[src/rtl/alu_result_stage_pkg.sv]
// alu_result_stage_pkg: opcodes, flag bit positions and default width shared by the ALU result stage.
package alu_result_stage_pkg;
   localparam int WIDTH_DEF = 4;
   localparam logic [1:0] OP_AND = 2'b00;
   localparam logic [1:0] OP_OR  = 2'b01;
   localparam logic [1:0] OP_XOR = 2'b10;
   localparam logic [1:0] OP_ADD = 2'b11;
   localparam int FLG_N = 3;
   localparam int FLG_Z = 2;
   localparam int FLG_C = 1;
   localparam int FLG_V = 0;
endpackage

[src/rtl/alu_result_stage_if.sv]
// alu_result_stage_if: lane inputs, drain handshake and status of the ALU result stage.
interface alu_result_stage_if #(
   parameter int WIDTH = 4,
   parameter int DEPTH = 2
);
   localparam int CW = $clog2(DEPTH) + 1;
   logic             in_valid;
   logic             in_ready;
   logic [1:0]       in_op;
   logic [WIDTH-1:0] res_and;
   logic [WIDTH-1:0] res_or;
   logic [WIDTH-1:0] res_xor;
   logic [WIDTH-1:0] res_add;
   logic             add_cout;
   logic             add_ovf;
   logic             out_valid;
   logic             out_ready;
   logic [1:0]       out_op;
   logic [WIDTH-1:0] out_result;
   logic [3:0]       out_flags;
   logic [CW-1:0]    count;
   logic             ovf_sticky;
   logic             clr_sticky;
   modport master (
      output in_valid, in_op, res_and, res_or, res_xor, res_add, add_cout, add_ovf, out_ready, clr_sticky,
      input  in_ready, out_valid, out_op, out_result, out_flags, count, ovf_sticky
   );
   modport slave (
      input  in_valid, in_op, res_and, res_or, res_xor, res_add, add_cout, add_ovf, out_ready, clr_sticky,
      output in_ready, out_valid, out_op, out_result, out_flags, count, ovf_sticky
   );
endinterface

[src/rtl/alu_result_fifo.sv]
// alu_result_fifo: synchronous FIFO with occupancy count; read data is forced to zero while empty.
module alu_result_fifo #(
   parameter int DW    = 10,
   parameter int DEPTH = 2,
   localparam int AW   = $clog2(DEPTH),
   localparam int CW   = AW + 1
) (
   input  logic          clk,
   input  logic          rst,
   input  logic          push_i,
   input  logic          pop_i,
   input  logic [DW-1:0] wdata_i,
   output logic [DW-1:0] rdata_o,
   output logic [CW-1:0] count_o,
   output logic          full_o,
   output logic          empty_o
);
   logic [DW-1:0] mem_q [DEPTH];
   logic [AW-1:0] wr_q, wr_d, rd_q, rd_d;
   logic [CW-1:0] count_q, count_d;
   logic          do_push, do_pop;
   always_comb begin
      full_o  = count_q == CW'(DEPTH);
      empty_o = count_q == '0;
      do_push = push_i & ~full_o;
      do_pop  = pop_i & ~empty_o;
      wr_d    = do_push ? wr_q + AW'(1) : wr_q;
      rd_d    = do_pop ? rd_q + AW'(1) : rd_q;
      count_d = count_q + CW'(do_push) - CW'(do_pop);
      rdata_o = empty_o ? '0 : mem_q[rd_q];
      count_o = count_q;
   end
   always_ff @(posedge clk) begin
      if (rst) begin
         wr_q    <= '0;
         rd_q    <= '0;
         count_q <= '0;
      end else begin
         wr_q    <= wr_d;
         rd_q    <= rd_d;
         count_q <= count_d;
      end
   end
   always_ff @(posedge clk) begin
      if (do_push) mem_q[wr_q] <= wdata_i;
   end
endmodule

[src/rtl/alu_result_stage.sv]
// alu_result_stage: selects the ALU lane result by opcode, derives N/Z/C/V and queues
// {op, result, flags} entries so the lanes are decoupled from a stalling consumer.
module alu_result_stage
   import alu_result_stage_pkg::*;
#(
   parameter int WIDTH = WIDTH_DEF,
   parameter int DEPTH = 2
) (
   input logic               clk,
   input logic               rst,
   alu_result_stage_if.slave bus
);
   localparam int DW = 2 + WIDTH + 4;
   logic [WIDTH-1:0] result;
   logic [3:0]       flags;
   logic             is_add, push, pop, full, empty;
   logic             ovf_sticky_q, ovf_sticky_d;
   logic [DW-1:0]    rdata;
   always_comb begin
      is_add       = bus.in_op == OP_ADD;
      result       = bus.in_op == OP_AND ? bus.res_and :
                     bus.in_op == OP_OR  ? bus.res_or  :
                     bus.in_op == OP_XOR ? bus.res_xor : bus.res_add;
      flags        = '0;
      flags[FLG_N] = result[WIDTH-1];
      flags[FLG_Z] = result == '0;
      flags[FLG_C] = is_add & bus.add_cout;
      flags[FLG_V] = is_add & bus.add_ovf;
      push         = bus.in_valid & ~full & ~rst;
      pop          = bus.out_ready & ~empty;
      ovf_sticky_d = (ovf_sticky_q | (push & flags[FLG_V])) & ~bus.clr_sticky;
   end
   always_ff @(posedge clk) begin
      if (rst) ovf_sticky_q <= 1'b0;
      else     ovf_sticky_q <= ovf_sticky_d;
   end
   alu_result_fifo #(.DW(DW), .DEPTH(DEPTH)) u_fifo (
      .clk     (clk),
      .rst     (rst),
      .push_i  (push),
      .pop_i   (pop),
      .wdata_i ({bus.in_op, result, flags}),
      .rdata_o (rdata),
      .count_o (bus.count),
      .full_o  (full),
      .empty_o (empty)
   );
   assign bus.in_ready   = ~full & ~rst;
   assign bus.out_valid  = ~empty;
   assign bus.ovf_sticky = ovf_sticky_q;
   assign {bus.out_op, bus.out_result, bus.out_flags} = rdata;
endmodule

[src/flat_wrapper.sv]
// flat-port wrapper written by rule: the top's interface ports become plain ports
module alu_result_stage_flat import alu_result_stage_pkg::*;
#(
   parameter int WIDTH = WIDTH_DEF,
   parameter int DEPTH = 2
)
  (clk, rst, bus_in_valid, bus_in_op, bus_res_and, bus_res_or, bus_res_xor, bus_res_add, bus_add_cout, bus_add_ovf, bus_out_ready, bus_clr_sticky, bus_in_ready, bus_out_valid, bus_out_op, bus_out_result, bus_out_flags, bus_count, bus_ovf_sticky);
  alu_result_stage_if #(.WIDTH(WIDTH), .DEPTH(DEPTH)) bus_i ();
  input logic clk;
  input logic rst;
  input wire logic [$bits(bus_i.in_valid)-1:0] bus_in_valid;
  input wire logic [$bits(bus_i.in_op)-1:0] bus_in_op;
  input wire logic [$bits(bus_i.res_and)-1:0] bus_res_and;
  input wire logic [$bits(bus_i.res_or)-1:0] bus_res_or;
  input wire logic [$bits(bus_i.res_xor)-1:0] bus_res_xor;
  input wire logic [$bits(bus_i.res_add)-1:0] bus_res_add;
  input wire logic [$bits(bus_i.add_cout)-1:0] bus_add_cout;
  input wire logic [$bits(bus_i.add_ovf)-1:0] bus_add_ovf;
  input wire logic [$bits(bus_i.out_ready)-1:0] bus_out_ready;
  input wire logic [$bits(bus_i.clr_sticky)-1:0] bus_clr_sticky;
  output wire logic [$bits(bus_i.in_ready)-1:0] bus_in_ready;
  output wire logic [$bits(bus_i.out_valid)-1:0] bus_out_valid;
  output wire logic [$bits(bus_i.out_op)-1:0] bus_out_op;
  output wire logic [$bits(bus_i.out_result)-1:0] bus_out_result;
  output wire logic [$bits(bus_i.out_flags)-1:0] bus_out_flags;
  output wire logic [$bits(bus_i.count)-1:0] bus_count;
  output wire logic [$bits(bus_i.ovf_sticky)-1:0] bus_ovf_sticky;
  assign bus_i.in_valid = bus_in_valid;
  assign bus_i.in_op = bus_in_op;
  assign bus_i.res_and = bus_res_and;
  assign bus_i.res_or = bus_res_or;
  assign bus_i.res_xor = bus_res_xor;
  assign bus_i.res_add = bus_res_add;
  assign bus_i.add_cout = bus_add_cout;
  assign bus_i.add_ovf = bus_add_ovf;
  assign bus_i.out_ready = bus_out_ready;
  assign bus_i.clr_sticky = bus_clr_sticky;
  assign bus_in_ready = bus_i.in_ready;
  assign bus_out_valid = bus_i.out_valid;
  assign bus_out_op = bus_i.out_op;
  assign bus_out_result = bus_i.out_result;
  assign bus_out_flags = bus_i.out_flags;
  assign bus_count = bus_i.count;
  assign bus_ovf_sticky = bus_i.ovf_sticky;
  alu_result_stage #(.WIDTH(WIDTH), .DEPTH(DEPTH)) u_core (.clk(clk), .rst(rst), .bus(bus_i));
endmodule
[config.mk]
export PLATFORM = sky130hd
export DESIGN_NAME = alu_result_stage_flat
export DESIGN_NICKNAME = d
export VERILOG_FILES = /design/src/rtl/alu_result_stage_pkg.sv /design/src/rtl/alu_result_stage_if.sv /design/src/rtl/alu_result_fifo.sv /design/src/rtl/alu_result_stage.sv /design/src/flat_wrapper.sv
export SDC_FILE = /design/constraint.sdc
export NUM_CORES = 1
export LEC_CHECK = 0
export ABC_AREA = 1
export BUFFER_PORTS_ARGS = -buffer_cell sky130_fd_sc_hd__buf_4
export CAP_MARGIN = 30
export CORE_MARGIN = 2
export CORE_UTILIZATION = 35
export DETAILED_ROUTE_END_ITERATION = 7
export SLEW_MARGIN = 20
export SYNTH_ARGS = -nofsm -noshare
export SYNTH_HDL_FRONTEND = slang
export SYNTH_HIERARCHICAL = 1
export SYNTH_SLANG_ARGS = --single-unit
[constraint.sdc]
create_clock -name clk -period 2.96 [get_ports clk]
set_input_delay 0.296 -clock clk [delete_from_list [all_inputs] [get_ports clk]]
set_output_delay 0.296 -clock clk [all_outputs]
set_load 0.05 [all_outputs]
==> results of run 1 <==
flip-flops by register name, summed over array words and instances (netlist names), named ones only:
name	cells
u_core/u_fifo/rd_q	1
u_core/u_fifo/count_o	2
u_core/u_fifo/wr_q	1
u_core/u_fifo/mem_q	20
u_core/bus.ovf_sticky	1
placed cells by master, fill, tap and decap left out:
master,count
nor3_2,1
inv_1,18
nor2_1,14
nand2_2,1
nand3_1,14
nand2_1,42
clkinv_1,2
a21oi_2,1
a21oi_1,13
nor2_4,1
clkbuf_8,3
inv_4,2
buf_4,40
nor2_2,6
edfxtp_1,20
dfxtp_1,6
nor3b_1,1
ha_1,2
power breakdown:
part | switching (mW) | leakage, nW | internal [mW]
registers | 0.0117 | 0.234 | 0.418
logic | 0.192 | 0.516 | 0.0902
clock network | 0.105 | 0.0231 | 0.0930
total | 0.308 | 0.773 | 0.601
worst max-delay path by stage:
stage	startpoint	slack, ns	end	cells after the start
after global placement	u_core/u_fifo/count_o[0]$_SDFF_PP0_	0.90	u_core/u_fifo/mem_q[0][3]$_DFFE_PP_	6
after CTS	u_core/u_fifo/count_o[0]$_SDFF_PP0_	0.76	u_core/u_fifo/mem_q[0][7]$_DFFE_PP_	6
after floorplan	u_core/u_fifo/count_o[0]$_SDFF_PP0_	0.68	u_core/u_fifo/count_o[1]$_SDFF_PP0_	12
final	u_core/u_fifo/count_o[0]$_SDFF_PP0_	0.76	u_core/u_fifo/mem_q[0][0]$_DFFE_PP_	6
after global routing	u_core/u_fifo/count_o[0]$_SDFF_PP0_	0.53	u_core/u_fifo/mem_q[0][7]$_DFFE_PP_	6
after detailed placement	u_core/u_fifo/count_o[0]$_SDFF_PP0_	0.77	u_core/u_fifo/mem_q[0][7]$_DFFE_PP_	6
worst register-to-register path, stage by stage, from the launching register on:
cell and delay [ns]:
dfxtp_1 0.40, inv_1 0.07, nand2_1 0.12, inv_1 0.07
nor3b_1 0.40, nand2_1 0.14, nor2_1 0.64
cell families (layout without fill, tap and decap cells):
| family | count (synthesis) | count (layout) | synth area share, % |
|---|---|---|---|
| flip-flops | 26 | 26 | 55.5 |
| AND/OR/NAND/NOR | 80 | 80 | 27.2 |
| adder cells (fa/ha/maj) | 2 | 2 | 1.93 |
| buffers and inverters | 25 | 65 | 9.64 |
| AO/OA/AOI/OAI | 14 | 14 | 5.69 |
Yosys cell counts, drive strengths merged:
| cell | count |
|---|---|
| nand3 | 14 |
| a21oi | 14 |
| clkinv | 1 |
| nor2 | 21 |
| ha | 2 |
| dfxtp | 6 |
| edfxtp | 20 |
| buf | 4 |
| nor3 | 1 |
| nand2 | 43 |
| inv | 20 |
| nor3b | 1 |
stage by stage:
stage	hold WS, ns	instances	setup slack (ns)
after CTS	0.167	235	0.756
after detailed placement	0.462	231	0.772
after floorplan	0.365	147	0.676
after global routing	0.164	235	0.531
after global placement	0.462	231	0.898
final	0.176	235	0.763
routing by layer:
layer / vias up / global-route usage (%)
met5: - / 0
met4: 0 / 7.98
met3: 5 / 1.91
met2: 32 / 21.4
met1: 434 / 15.6
li1: 549 / -
layout make-up:
class / count / area (µm²)
Clock buffer: 3 / 41.3
Clock inverter: 1 / 3.75
Fill cell: 372 / 1940
Inverter: 21 / 83.8
Multi-Input combinational cell: 96 / 452
Sequential cell: 26 / 721
Tap cell: 48 / 60.1
Timing Repair Buffer: 40 / 300
==> reports/qor_table.md, run 1 <==
| Metric | Value | Unit |
|---|---|---|
| Critical setup path kind | reg2reg | - |
| Post-synthesis cell type count | 18 | - |
| Post-synth net total | 174 | - |
| Biggest area consumer among synthesized cells | edfxtp_1 | - |
| Ratio of cells with drive above 1 in the final layout | 29.4 | % |
| Worst reg2reg endpoint | u_core/u_fifo/mem_q[0][0]$_DFFE_PP_ | - |
| Initial antenna violation count | 0 | - |
| Max stage delay cell, worst path | nor2_1 | - |
| Final core utilization | 46.1 | % |
| Clock tree sinks | 26 | - |
| Met3 WL | 129 | µm |
| RSZ-0062 raised after global routing | false | - |
| Final nets | 215 | - |
| Critical path endpoint category | flip-flop | - |
| Setup TNS | 0 | ns |
| Die Y-Extent | 64.9 | µm |
| TritonCTS Buffers | 3 | - |
| Post-detail-place hpwl | 1.99 | mm |
| Final clock skew | 0.00372 | ns |
| Startpoint type of the worst setup path | flip-flop | - |
| Via-to-Cell Ratio | 4.34 | - |
| Number of antenna cells inserted | 0 | - |
| Relative slew slack | 46.2 | % |
| Synthesized area per cell | 8.83 | µm² |
| Instance area at placement | 1620 | µm² |
| Depth of the worst register-to-register path | 6 | - |
| Overflow left after global routing | 0 | - |
| Share of the synthesized area in the top cell type | 46.3 | % |
| Initial Util | 36.0 | % |
| Min cycle time layout | 2.20 | ns |
| Area of the core region | 3610 | µm² |
| Synth-to-Final Area Change | 28.1 | % |
| Critical Path RT | 2.86 | ns |
| Detailed-route wire length per cell | 10.7 | µm |
| Slowest stage delay, CP | 0.64 | ns |
| Beginning of the worst hold path | bus_clr_sticky | - |
| First-pass GRT wire length | 4.04 | mm |
| Post-layout power | 0.909 | mW |
| Syn Std Cell Area | 1300 | µm² |
| Crit share post-route | 74.2 | % |
| Lkg Pwr | 0.773 | nW |
| Flop2flop setup slack | 0.76 | ns |
| Clock tree from TritonCTS | built | - |
| Standard-cell rows | 22 | - |
| Delay-heaviest family, CP | simple AND/OR/NAND/NOR gates | - |
| Resized Gates After CTS | 0 | - |
| Crit path max fanout | 10 | - |
| Clock root buffer | clkbuf_8 | - |
| Number of hold-repair buffers added at the cts stage | 0 | - |
| MaxCap Viol Count | 0 | - |
| Wire length on met1 | 1.12 | mm |
| Launch point of the worst reg-to-reg path | u_core/u_fifo/count_o[0]$_SDFF_PP0_ | - |
| Count of endpoints failing hold in the final timing report | 0 | - |
| Ordered cell list for the critical path | inv_1 -> nand2_1 -> inv_1 -> nor3b_1 -> nand2_1 -> nor2_1 | - |
| Antenna-violating nets left | 0 | - |
| DIE AREA | 4210 | µm² |
| Final WL | 2.52 | mm |
| Worst slew pin tran | 0.804 | ns |
| Total of warnings raised by yosys | 6 | - |
| Buffers and inverters on the worst path | 2 | - |
| Endpoint of the worst hold-timing path | u_core/bus.ovf_sticky$_SDFF_PP0_ | - |
| CTS HTree Levels | 1 | - |
| Max frequency | 455 | MHz |
| DRC Markers | 0 | - |
| Share of the yosys chip area belonging to registers | 55.5 | % |
| Peak supply drop | 0.000152 | V |
| Final-report max-slew violation count | 0 | - |
| Final weighted congestion in routability-driven placement | 0.703 | - |
| Gate count after technology mapping | 147 | - |
| Detailed router's first-iteration violation count | 27 | - |
| PortBufs | 39 | - |
| Uppermost signal routing layer after detailed routing | met4 | - |
| Crit path DAT | 2.10 | ns |
| Number of iterations in the first detailed-routing pass | 4 | - |
| Cell depth of the worst min-delay path | 2 | - |
| Total global-route track usage | 12.9 | % |
| Setup Viol. Count Final | 0 | - |
| Power density of the placed cells | 547 | nW/µm² |
| Non-Filler Cell Area, Final | 1660 | µm² |
| Buffers inserted by post-CTS timing repair | 0 | - |
| Number of global-route vias before repair | 929 | - |
| Total via count after detailed routing | 1,020 | - |
| Die span in x | 64.9 | µm |
| Met2 Routed Length | 1.20 | mm |
| Pin count of the biggest net entering global routing | 15 | - |
| Synth area leaders | edfxtp_1 46%, nand2_1 12%, dfxtp_1 9.3% | - |
| CTS max path bufs | 2 | - |
| Clock insertion delay at the later pin of the skew report | 0.27 | ns |
| Path type of the worst min-delay path | in2reg | - |
| Clk pin slew, worst setup/hold paths | 0.08 | ns |
| Number of synthesized register bits | 26 | - |
| Run status | complete, no violations | - |
| Number of top-level design ports | 40 | - |
(Power assumes the default switching activity.)
==> run 2: changes to the inputs <==
--- a/config.mk
+++ b/config.mk
@@ -5,7 +5,7 @@
 export SDC_FILE = /design/constraint.sdc
 export NUM_CORES = 1
 export LEC_CHECK = 0
-export ABC_AREA = 1
+export ABC_AREA = 0
 export BUFFER_PORTS_ARGS = -buffer_cell sky130_fd_sc_hd__buf_4
 export CAP_MARGIN = 30
 export CORE_MARGIN = 2
==> constraint.sdc (replaced) <==
create_clock -name clk -period 2.3 [get_ports clk]
set_input_delay 0.23 -clock clk [delete_from_list [all_inputs] [get_ports clk]]
set_output_delay 0.23 -clock clk [all_outputs]
set_load 0.05 [all_outputs]
==> run 2 against run 1 <==
Clock-buffer cell count did not move. Cell count fell by 27%. Global-route usage fell by 1.3 points. Combinational power rose by 22%. Total power rose by 32%. Area after synthesis fell by 10%. Routed wire length fell by 23%. Sequential share of layout area rose by 2.7 points. Critical path depth rose by 5. Largest power group unchanged.
==> reports/qor_table.md, run 2 <==
| Metric | Value | Unit | vs previous |
|---|---|---|---|
| Crit path max fanout | 5 | - | was 10 |
| Via-to-Cell Ratio | 4.52 | - | was 4.34 |
| Total of warnings raised by yosys | 6 | - | unchanged |
| Slowest stage delay, CP | 0.38 | ns | was 0.64 ns |
| Non-Filler Cell Area, Final | 1570 | µm² | was 1660 µm² |
| DRC Markers | 0 | - | unchanged |
| Critical setup path kind | reg2reg | - | unchanged |
| Buffers inserted by post-CTS timing repair | 0 | - | unchanged |
| RSZ-0062 raised after global routing | false | - | unchanged |
| Final weighted congestion in routability-driven placement | 0.788 | - | was 0.703 |
| Most frequent standard cell in the layout excluding fill and tap cells | buf_4 | - | was nand2_1 |
| Max frequency | 533 | MHz | was 455 MHz |
| CTS max path bufs | 2 | - | unchanged |
| Number of synthesized register bits | 26 | - | unchanged |
| Gate count after technology mapping | 86 | - | was 147 |
| Final-report max-slew violation count | 0 | - | unchanged |
| Crit path DAT | 2.12 | ns | was 2.10 ns |
| Share of the yosys chip area belonging to registers | 61.7 | % | was 55.5% |
| Combinational share of power | 28.7 | % | was 31.0% |
| Sequential cell fraction of total power | 46.3 | % | was 47.2% |
| Resized Gates After CTS | 0 | - | unchanged |
| Setup Viol. Count Final | 0 | - | unchanged |
| EDFF count, synth | 20 | - | unchanged |
| Setup slack of the critical path after layout | 0.425 | ns | was 0.763 ns |
| Final WL | 1.93 | mm | was 2.52 mm |
| Detailed router's first-iteration violation count | 6 | - | was 27 |
| Min cycle time layout | 1.87 | ns | was 2.20 ns |
| First-pass GRT wire length | 3.12 | mm | was 4.04 mm |
| Relative slew slack | 61.9 | % | was 46.2% |
| End point of the critical path | u_core/u_fifo/count_o[1]$_SDFF_PP0_ | - | was u_core/u_fifo/mem_q[0][0]$_DFFE_PP_ |
| Async set-or-reset flop fraction in the synthesized netlist | 0 | % | unchanged |
| Critical path endpoint category | flip-flop | - | unchanged |
| Post-layout power | 1.20 | mW | was 0.909 mW |
| Biggest register | u_core/u_fifo/mem_q | - | unchanged |
| Number of antenna cells inserted | 0 | - | unchanged |
| Clock tree sinks | 26 | - | unchanged |
| Count of endpoints failing hold in the final timing report | 0 | - | unchanged |
| Switching power | 0.361 | mW | was 0.308 mW |
| Crit share post-route | 81.5 | % | was 74.2% |
| Depth of the worst register-to-register path | 11 | - | was 6 |
| DIE AREA | 3810 | µm² | was 4210 µm² |
| Post-synth net total | 113 | - | was 174 |
| Delay-heaviest family, CP | simple AND/OR/NAND/NOR gates | - | unchanged |
| Share of total power in the clock network | 25.0 | % | was 21.8% |
| Beginning of the worst hold path | bus_clr_sticky | - | unchanged |
| Area of the core region | 3100 | µm² | was 3610 µm² |
| Path type of the worst min-delay path | in2reg | - | unchanged |
| Die span in x | 61.8 | µm | was 64.9 µm |
| Synthesized area per cell | 13.6 | µm² | was 8.83 µm² |
| Clock insertion delay at the later pin of the skew report | 0.31 | ns | was 0.27 ns |
| Area used by multi-input combinational logic | 410 | µm² | was 452 µm² |
| Most used flip-flop cell after synthesis | edfxtp_1 | - | unchanged |
| Number of gates on the worst path with buffers counted | 11 | - | was 6 |
| Clk pin slew, worst setup/hold paths | 0.13 | ns | was 0.08 ns |
| Power density of the placed cells | 766 | nW/µm² | was 547 nW/µm² |
| Switching Fraction | 30.1 | % | was 33.9% |
| Standard-cell rows | 20 | - | was 22 |
| Number of global-route vias before repair | 746 | - | was 929 |
| Startpoint type of the worst setup path | flip-flop | - | unchanged |
| Synth-to-Final Area Change | 34.2 | % | was 28.1% |
| Number of filler instances in the final layout | 292 | - | was 372 |
| Non-Filler Instances | 171 | - | was 235 |
| Ratio of cells with drive above 1 in the final layout | 43.3 | % | was 29.4% |
| Instance area at placement | 1510 | µm² | was 1620 µm² |
| Highest-count cells in the layout ignoring fill and taps | 40 x buf_4, 20 x edfxtp_1, 14 x nor2_1, 10 x mux2i_1, 6 x inv_1 | - | was 42 x nand2_1, 40 x buf_4, 20 x edfxtp_1, 18 x inv_1 |
| Clock tree from TritonCTS | built | - | unchanged |
| Critical Path RT | 2.54 | ns | was 2.86 ns |
| Buffers and inverters on the worst path | 2 | - | unchanged |
| Final nets | 155 | - | was 215 |
| CTS HTree Levels | 1 | - | unchanged |
| Share of the synthesized area in the top cell type | 51.4 | % | was 46.3% |
| Worst reg2reg endpoint | u_core/u_fifo/count_o[1]$_SDFF_PP0_ | - | was u_core/u_fifo/mem_q[0][0]$_DFFE_PP_ |
| Total via count after detailed routing | 773 | - | was 1,020 |
| Number of top-level design ports | 40 | - | unchanged |
| Detailed-route wire length per cell | 11.3 | µm | was 10.7 µm |
| Biggest area consumer among synthesized cells | edfxtp_1 | - | unchanged |
| TritonCTS Buffers | 3 | - | unchanged |
| Worst Setup Slack post-DPL | 0.434 | ns | was 0.772 ns |
| Initial antenna violation count | 0 | - | unchanged |
| Internal power | 0.839 | mW | was 0.601 mW |
| Total global-route track usage | 11.6 | % | was 12.9% |
| Setup TNS | 0 | ns | unchanged |
| Peak supply drop | 0.000369 | V | was 0.000152 V |
| Cell with the most instances after synthesis | edfxtp_1 | - | was nand2_1 |
| Worst slew pin tran | 0.570 | ns | was 0.804 ns |
| MaxCap Viol Count | 0 | - | unchanged |
| Dpl cells | 167 | - | was 231 |
| Sequential cell area | 722 | µm² | was 721 µm² |
| Flop2flop setup slack | 0.43 | ns | was 0.76 ns |
| First element of the critical path | u_core/u_fifo/count_o[0]$_SDFF_PP0_ | - | unchanged |
| Post-detail-place hpwl | 1.54 | mm | was 1.99 mm |
| Launch point of the worst reg-to-reg path | u_core/u_fifo/count_o[0]$_SDFF_PP0_ | - | unchanged |
| PortBufs | 39 | - | unchanged |
| Ordered cell list for the critical path | nand2b_2 -> inv_2 -> nor2_4 -> and2_1 -> nand2_1 -> ha_1 -> inv_1 -> ha_1 -> xor2_1 -> and2_1 -> nor3_1 | - | was inv_1 -> nand2_1 -> inv_1 -> nor3b_1 -> nand2_1 -> nor2_1 |
| Antenna-violating nets left | 0 | - | unchanged |
| Max stage delay cell, worst path | dfxtp_2 | - | was nor2_1 |
| Post-synthesis cell type count | 23 | - | was 18 |
| Final clock skew | 0.00149 | ns | was 0.00372 ns |
| Syn Std Cell Area | 1170 | µm² | was 1300 µm² |
| Run status | complete, no violations | - | unchanged |
| Commonest cells in the netlist | 20 x edfxtp_1, 15 x nor2_1, 10 x mux2i_1 | - | was 42 x nand2_1, 20 x edfxtp_1, 18 x inv_1 |
| Overflow left after global routing | 0 | - | unchanged |
| Number of hold-repair buffers added at the cts stage | 0 | - | unchanged |
| Clock root buffer | clkbuf_4 | - | was clkbuf_8 |
| Initial Util | 37.6 | % | was 36.0% |
| Pin count of the biggest net entering global routing | 16 | - | was 15 |
| Largest register FFs | 20 | - | unchanged |
| Number of iterations in the first detailed-routing pass | 2 | - | was 4 |
| Lkg Pwr | 0.647 | nW | was 0.773 nW |
| Synth area leaders | edfxtp_1 51%, dfxtp_1 10%, mux2i_1 8.6% | - | was edfxtp_1 46%, nand2_1 12%, dfxtp_1 9.3% |
| Die Y-Extent | 61.8 | µm | was 64.9 µm |
run 2: changes by cell type after synthesis, sizes merged, moves of 2 or more:
cell	before	now
and3	0	3
mux2i	0	10
nand2	43	1
mux4	0	4
o21ai	0	2
nor2b	0	2
nor2	21	15
nand3	14	0
xor2	0	2
and2	0	2
inv	20	7
a21oi	14	1
run 2: power by group through the flow:
stage               sequential (mW)  combinational [mW]  clock (mW)
floorplan                     0.577               0.219           0
global placement              0.566               0.344           0
detailed placement            0.566               0.348           0
CTS                           0.555               0.348       0.307
global route                  0.558               0.370       0.326
finish                        0.555               0.344       0.300
run 2: how the worst min path moves through the flow:
stage                     cells past startpoint                                   to  slack [ns]
final                                         2     u_core/bus.ovf_sticky$_SDFF_PP0_        0.06
after global routing                          2     u_core/bus.ovf_sticky$_SDFF_PP0_        0.03
after CTS                                     2     u_core/bus.ovf_sticky$_SDFF_PP0_        0.05
after detailed placement                      2     u_core/bus.ovf_sticky$_SDFF_PP0_        0.40
after global placement                        2     u_core/bus.ovf_sticky$_SDFF_PP0_        0.39
after floorplan                               1  u_core/u_fifo/count_o[0]$_SDFF_PP0_        0.29
run 2: layer usage:
metal	track usage, %	routed length [µm]	part of all wire, %
met3	1.66	126	6.5
met4	7.29	27	1.4
met2	19.2	934	48
met1	14.2	845	44
met5	0	0	0
run 2: final cells by class:
cell class | count | share of cell area [%]
Tap cell | 44 | 3.51
Timing Repair Buffer | 40 | 19.2
Clock inverter | 1 | 1.92
Clock buffer | 3 | 1.44
Sequential cell | 26 | 46.1
Inverter | 7 | 1.68
Multi-Input combinational cell | 50 | 26.2
run 2: worst register-to-register path, stage by stage (launching register included):
cell and delay [ns]:
dfxtp_2 0.38, nand2b_2 0.14, inv_2 0.06, nor2_4 0.10
and2_1 0.16, nand2_1 0.06, ha_1 0.27, inv_1 0.04
ha_1 0.18, xor2_1 0.15, and2_1 0.15, nor3_1 0.11
run 2: kinds of logic after synthesis:
| group | share of synthesized area (%) |
|---|---|
| compound gates | 1.82 |
| xor+xnor | 1.50 |
| fa+ha+maj | 2.14 |
| buf+inv | 3.75 |
| flops | 61.7 |
| mux | 16.6 |
| simple gates | 12.4 |
run 2: through the flow:
step	utilization (%)	hold slack [ns]
4_1_cts	50.5	0.0507
3_5_place_dp	48.8	0.399
3_3_place_gp	48.8	0.395
5_1_grt	50.5	0.0272
6_report	50.5	0.0596
2_1_floorplan	-	0.294
==> run 3: changes to the inputs <==
==> constraint.sdc (replaced) <==
create_clock -name clk -period 1.9 [get_ports clk]
set_input_delay 0.19 -clock clk [delete_from_list [all_inputs] [get_ports clk]]
set_output_delay 0.19 -clock clk [all_outputs]
set_load 0.05 [all_outputs]
==> run 3 against run 2 <==
Die area did not move. Cell count rose by 0.58%. Clock-buffer cell count did not move. Hold slack improved by 0.037 ns. Total power rose by 12%. Combinational power rose by 28%. First-iteration DRC count rose by 130%. Register-to-register slack got worse by 0.33 ns. Clock skew barely moved. Sequential power rose by 22%. Design area rose by 2.7%. Critical path depth did not move. Largest cell class unchanged. Largest power group unchanged.
==> reports/qor_table.md, run 3 (synthesis gave the netlist of run 2 again) <==
| Metric | Value | Unit | vs previous |
|---|---|---|---|
| Overflow left after global routing | 0 | - | unchanged |
| Run status | complete, no violations | - | unchanged |
| Final weighted congestion in routability-driven placement | 0.771 | - | was 0.788 |
| Number of top-level design ports | 40 | - | unchanged |
| Worst Setup Slack post-DPL | 0.117 | ns | was 0.434 ns |
| Post-detail-place hpwl | 1.52 | mm | was 1.54 mm |
| DIE AREA | 3810 | µm² | unchanged |
| Count of endpoints failing hold in the final timing report | 0 | - | unchanged |
| Antenna-violating nets left | 0 | - | unchanged |
| Crit path max fanout | 5 | - | unchanged |
| Crit share post-route | 94.8 | % | was 81.5% |
| Startpoint type of the worst setup path | flip-flop | - | unchanged |
| Clock tree from TritonCTS | built | - | unchanged |
| Post-layout power | 1.35 | mW | was 1.20 mW |
| DRC Markers | 0 | - | unchanged |
| Critical path endpoint category | flip-flop | - | unchanged |
| Number of filler instances in the final layout | 282 | - | was 292 |
| Via-to-Cell Ratio | 4.61 | - | was 4.52 |
| Number of iterations in the first detailed-routing pass | 4 | - | was 2 |
| First-pass GRT wire length | 3.32 | mm | was 3.12 mm |
| Ordered cell list for the critical path | nand2b_4 -> inv_4 -> nor2_4 -> and2_4 -> nand2_2 -> ha_4 -> inv_2 -> ha_4 -> xor2_2 -> and2_4 -> nor3_2 | - | was nand2b_2 -> inv_2 -> nor2_4 -> and2_1 -> nand2_1 -> ha_1 -> inv_1 -> ha_1 -> xor2_1 -> and2_1 -> nor3_1 |
| Area of the core region | 3100 | µm² | unchanged |
| Final WL | 2.09 | mm | was 1.93 mm |
| Peak supply drop | 0.000244 | V | was 0.000369 V |
| Final nets | 156 | - | was 155 |
| Critical Path RT | 2.14 | ns | was 2.54 ns |
| Initial Util | 37.6 | % | unchanged |
| Path type of the worst min-delay path | in2reg | - | unchanged |
| Final-report max-slew violation count | 0 | - | unchanged |
| Number of global-route vias before repair | 759 | - | was 746 |
| Standard-cell rows | 20 | - | unchanged |
| Slowest stage delay, CP | 0.41 | ns | was 0.38 ns |
| Setup TNS | 0 | ns | unchanged |
| Setup Viol. Count Final | 0 | - | unchanged |
| Highest-count cells in the layout ignoring fill and taps | 40 x buf_4, 20 x edfxtp_1, 13 x nor2_1, 10 x mux2i_1 | - | was 40 x buf_4, 20 x edfxtp_1, 14 x nor2_1, 10 x mux2i_1, 6 x inv_1 |
| Non-Filler Cell Area, Final | 1610 | µm² | was 1570 µm² |
| Relative slew slack | 61.8 | % | was 61.9% |
| Clock insertion delay at the later pin of the skew report | 0.30 | ns | was 0.31 ns |
| PortBufs | 39 | - | unchanged |
| TritonCTS Buffers | 3 | - | unchanged |
| Pin count of the biggest net entering global routing | 15 | - | was 16 |
| Max stage delay cell, worst path | dfxtp_4 | - | was dfxtp_2 |
| Clock root buffer | clkbuf_4 | - | unchanged |
| Power density of the placed cells | 837 | nW/µm² | was 766 nW/µm² |
| CTS max path bufs | 2 | - | unchanged |
| Critical setup path kind | reg2reg | - | unchanged |
| Total via count after detailed routing | 793 | - | was 773 |
| CTS HTree Levels | 1 | - | unchanged |
| Lkg Pwr | 0.640 | nW | was 0.647 nW |
| RSZ-0062 raised after global routing | false | - | unchanged |
| Detailed-route wire length per cell | 12.2 | µm | was 11.3 µm |
| Clock tree sinks | 26 | - | unchanged |
| Total global-route track usage | 12.0 | % | was 11.6% |
| Largest register FFs | 20 | - | unchanged |
| Crit path DAT | 2.04 | ns | was 2.12 ns |
| Die Y-Extent | 61.8 | µm | unchanged |
| Initial antenna violation count | 0 | - | unchanged |
| Biggest register | u_core/u_fifo/mem_q | - | unchanged |
| MaxCap Viol Count | 0 | - | unchanged |
| Detailed router's first-iteration violation count | 14 | - | was 6 |
| Min cycle time layout | 1.80 | ns | was 1.87 ns |
| Worst slew pin tran | 0.572 | ns | was 0.570 ns |
| Instance area at placement | 1530 | µm² | was 1510 µm² |
| Number of antenna cells inserted | 0 | - | unchanged |
| Final clock skew | 0.00146 | ns | was 0.00149 ns |
| Ratio of cells with drive above 1 in the final layout | 50.8 | % | was 43.3% |
| Max frequency | 555 | MHz | was 533 MHz |
| Final core utilization | 51.9 | % | was 50.5% |
| Synth-to-Final Area Change | 37.8 | % | was 34.2% |
| Buffers inserted by post-CTS timing repair | 0 | - | unchanged |
| Clk pin slew, worst setup/hold paths | 0.13 | ns | about the same |
| Die span in x | 61.8 | µm | unchanged |
| Setup slack of the critical path after layout | 0.0989 | ns | was 0.425 ns |
| Most frequent standard cell in the layout excluding fill and tap cells | buf_4 | - | unchanged |
==> run 3: cell types whose count changed in the layout (fill, tap and decap cells not counted), sizes merged <==
| cell | delta |
|---|---|
| bufinv | -1 |
| dlygate4sd3 | +1 |
| clkinv | +1 |
==> run 3: critical path, delay by kind of cell, from the launching register on <==
family	cells	cell delay, ns
buf+inv	2	0.09
simple gates	6	0.65
flops	1	0.41
fa+ha+maj	2	0.42
xor+xnor	1	0.17
==> run 3: final timing paths <==
| check | slack (ns) | startpoint | end | cells after the start |
|---|---|---|---|---|
| setup / recovery | 0.1 | u_core/u_fifo/count_o[0]$_SDFF_PP0_ | u_core/u_fifo/count_o[1]$_SDFF_PP0_ | 11 |
| hold / removal | 0.1 | rst | u_core/u_fifo/count_o[1]$_SDFF_PP0_ | 2 |
| setup reg to reg | 0.1 | u_core/u_fifo/count_o[0]$_SDFF_PP0_ | u_core/u_fifo/count_o[1]$_SDFF_PP0_ | 11 |
| hold reg to reg | 0.51 | u_core/u_fifo/wr_q$_SDFFE_PP0P_ | u_core/u_fifo/wr_q$_SDFFE_PP0P_ | 2 |
==> run 3: stage by stage <==
stage	hold WS, ns	std cells
after floorplan	0.252	86
after global placement	0.354	167
after detailed placement	0.359	167
after CTS	0.0162	171
after global routing	0.0805	172
final	0.0968	172
==> run 3: repair_timing <==
| item | CTS | global route |
|---|---|---|
| gates resized for setup | 0 | 9 |
| hold buffers | 0 | 1 |
| hold endpoints to repair | 0 | 1 |
| endpoints found under the setup margin | 0 | 1 |
==> run 3: cell type report <==
| type | instances | area (µm²) | share of cell area (%) |
|---|---|---|---|
| clock buffer | 3 | 22.5 | 1.40 |
| tap | 44 | 55.1 | 3.42 |
| clock inverter | 1 | 3.75 | 0.233 |
| inverter | 7 | 28.8 | 1.79 |
| timing repair buffer | 41 | 310 | 19.3 |
| sequential | 26 | 726 | 45.1 |
| multi-input combinational | 50 | 463 | 28.8 |
==> run 3: routing by layer <==
metal / track usage (%) / wire length (µm) / vias up
met2: 20.9 / 1050 / 27
li1: - / - / 393
met3: 1.24 / 122 / 2
met4: 5.17 / 27 / 0
met1: 15.1 / 896 / 371
met5: 0 / 0 / -
==> run 3: report_power, final <==
| part | switching [mW] | internal (mW) | leakage [nW] | total, mW |
|---|---|---|---|---|
| sequential | 0.0245 | 0.653 | 0.235 | 0.677 |
| clock | 0.151 | 0.0765 | 0.0154 | 0.228 |
| combinational | 0.277 | 0.165 | 0.390 | 0.442 |
| total | 0.453 | 0.894 | 0.640 | 1.35 |
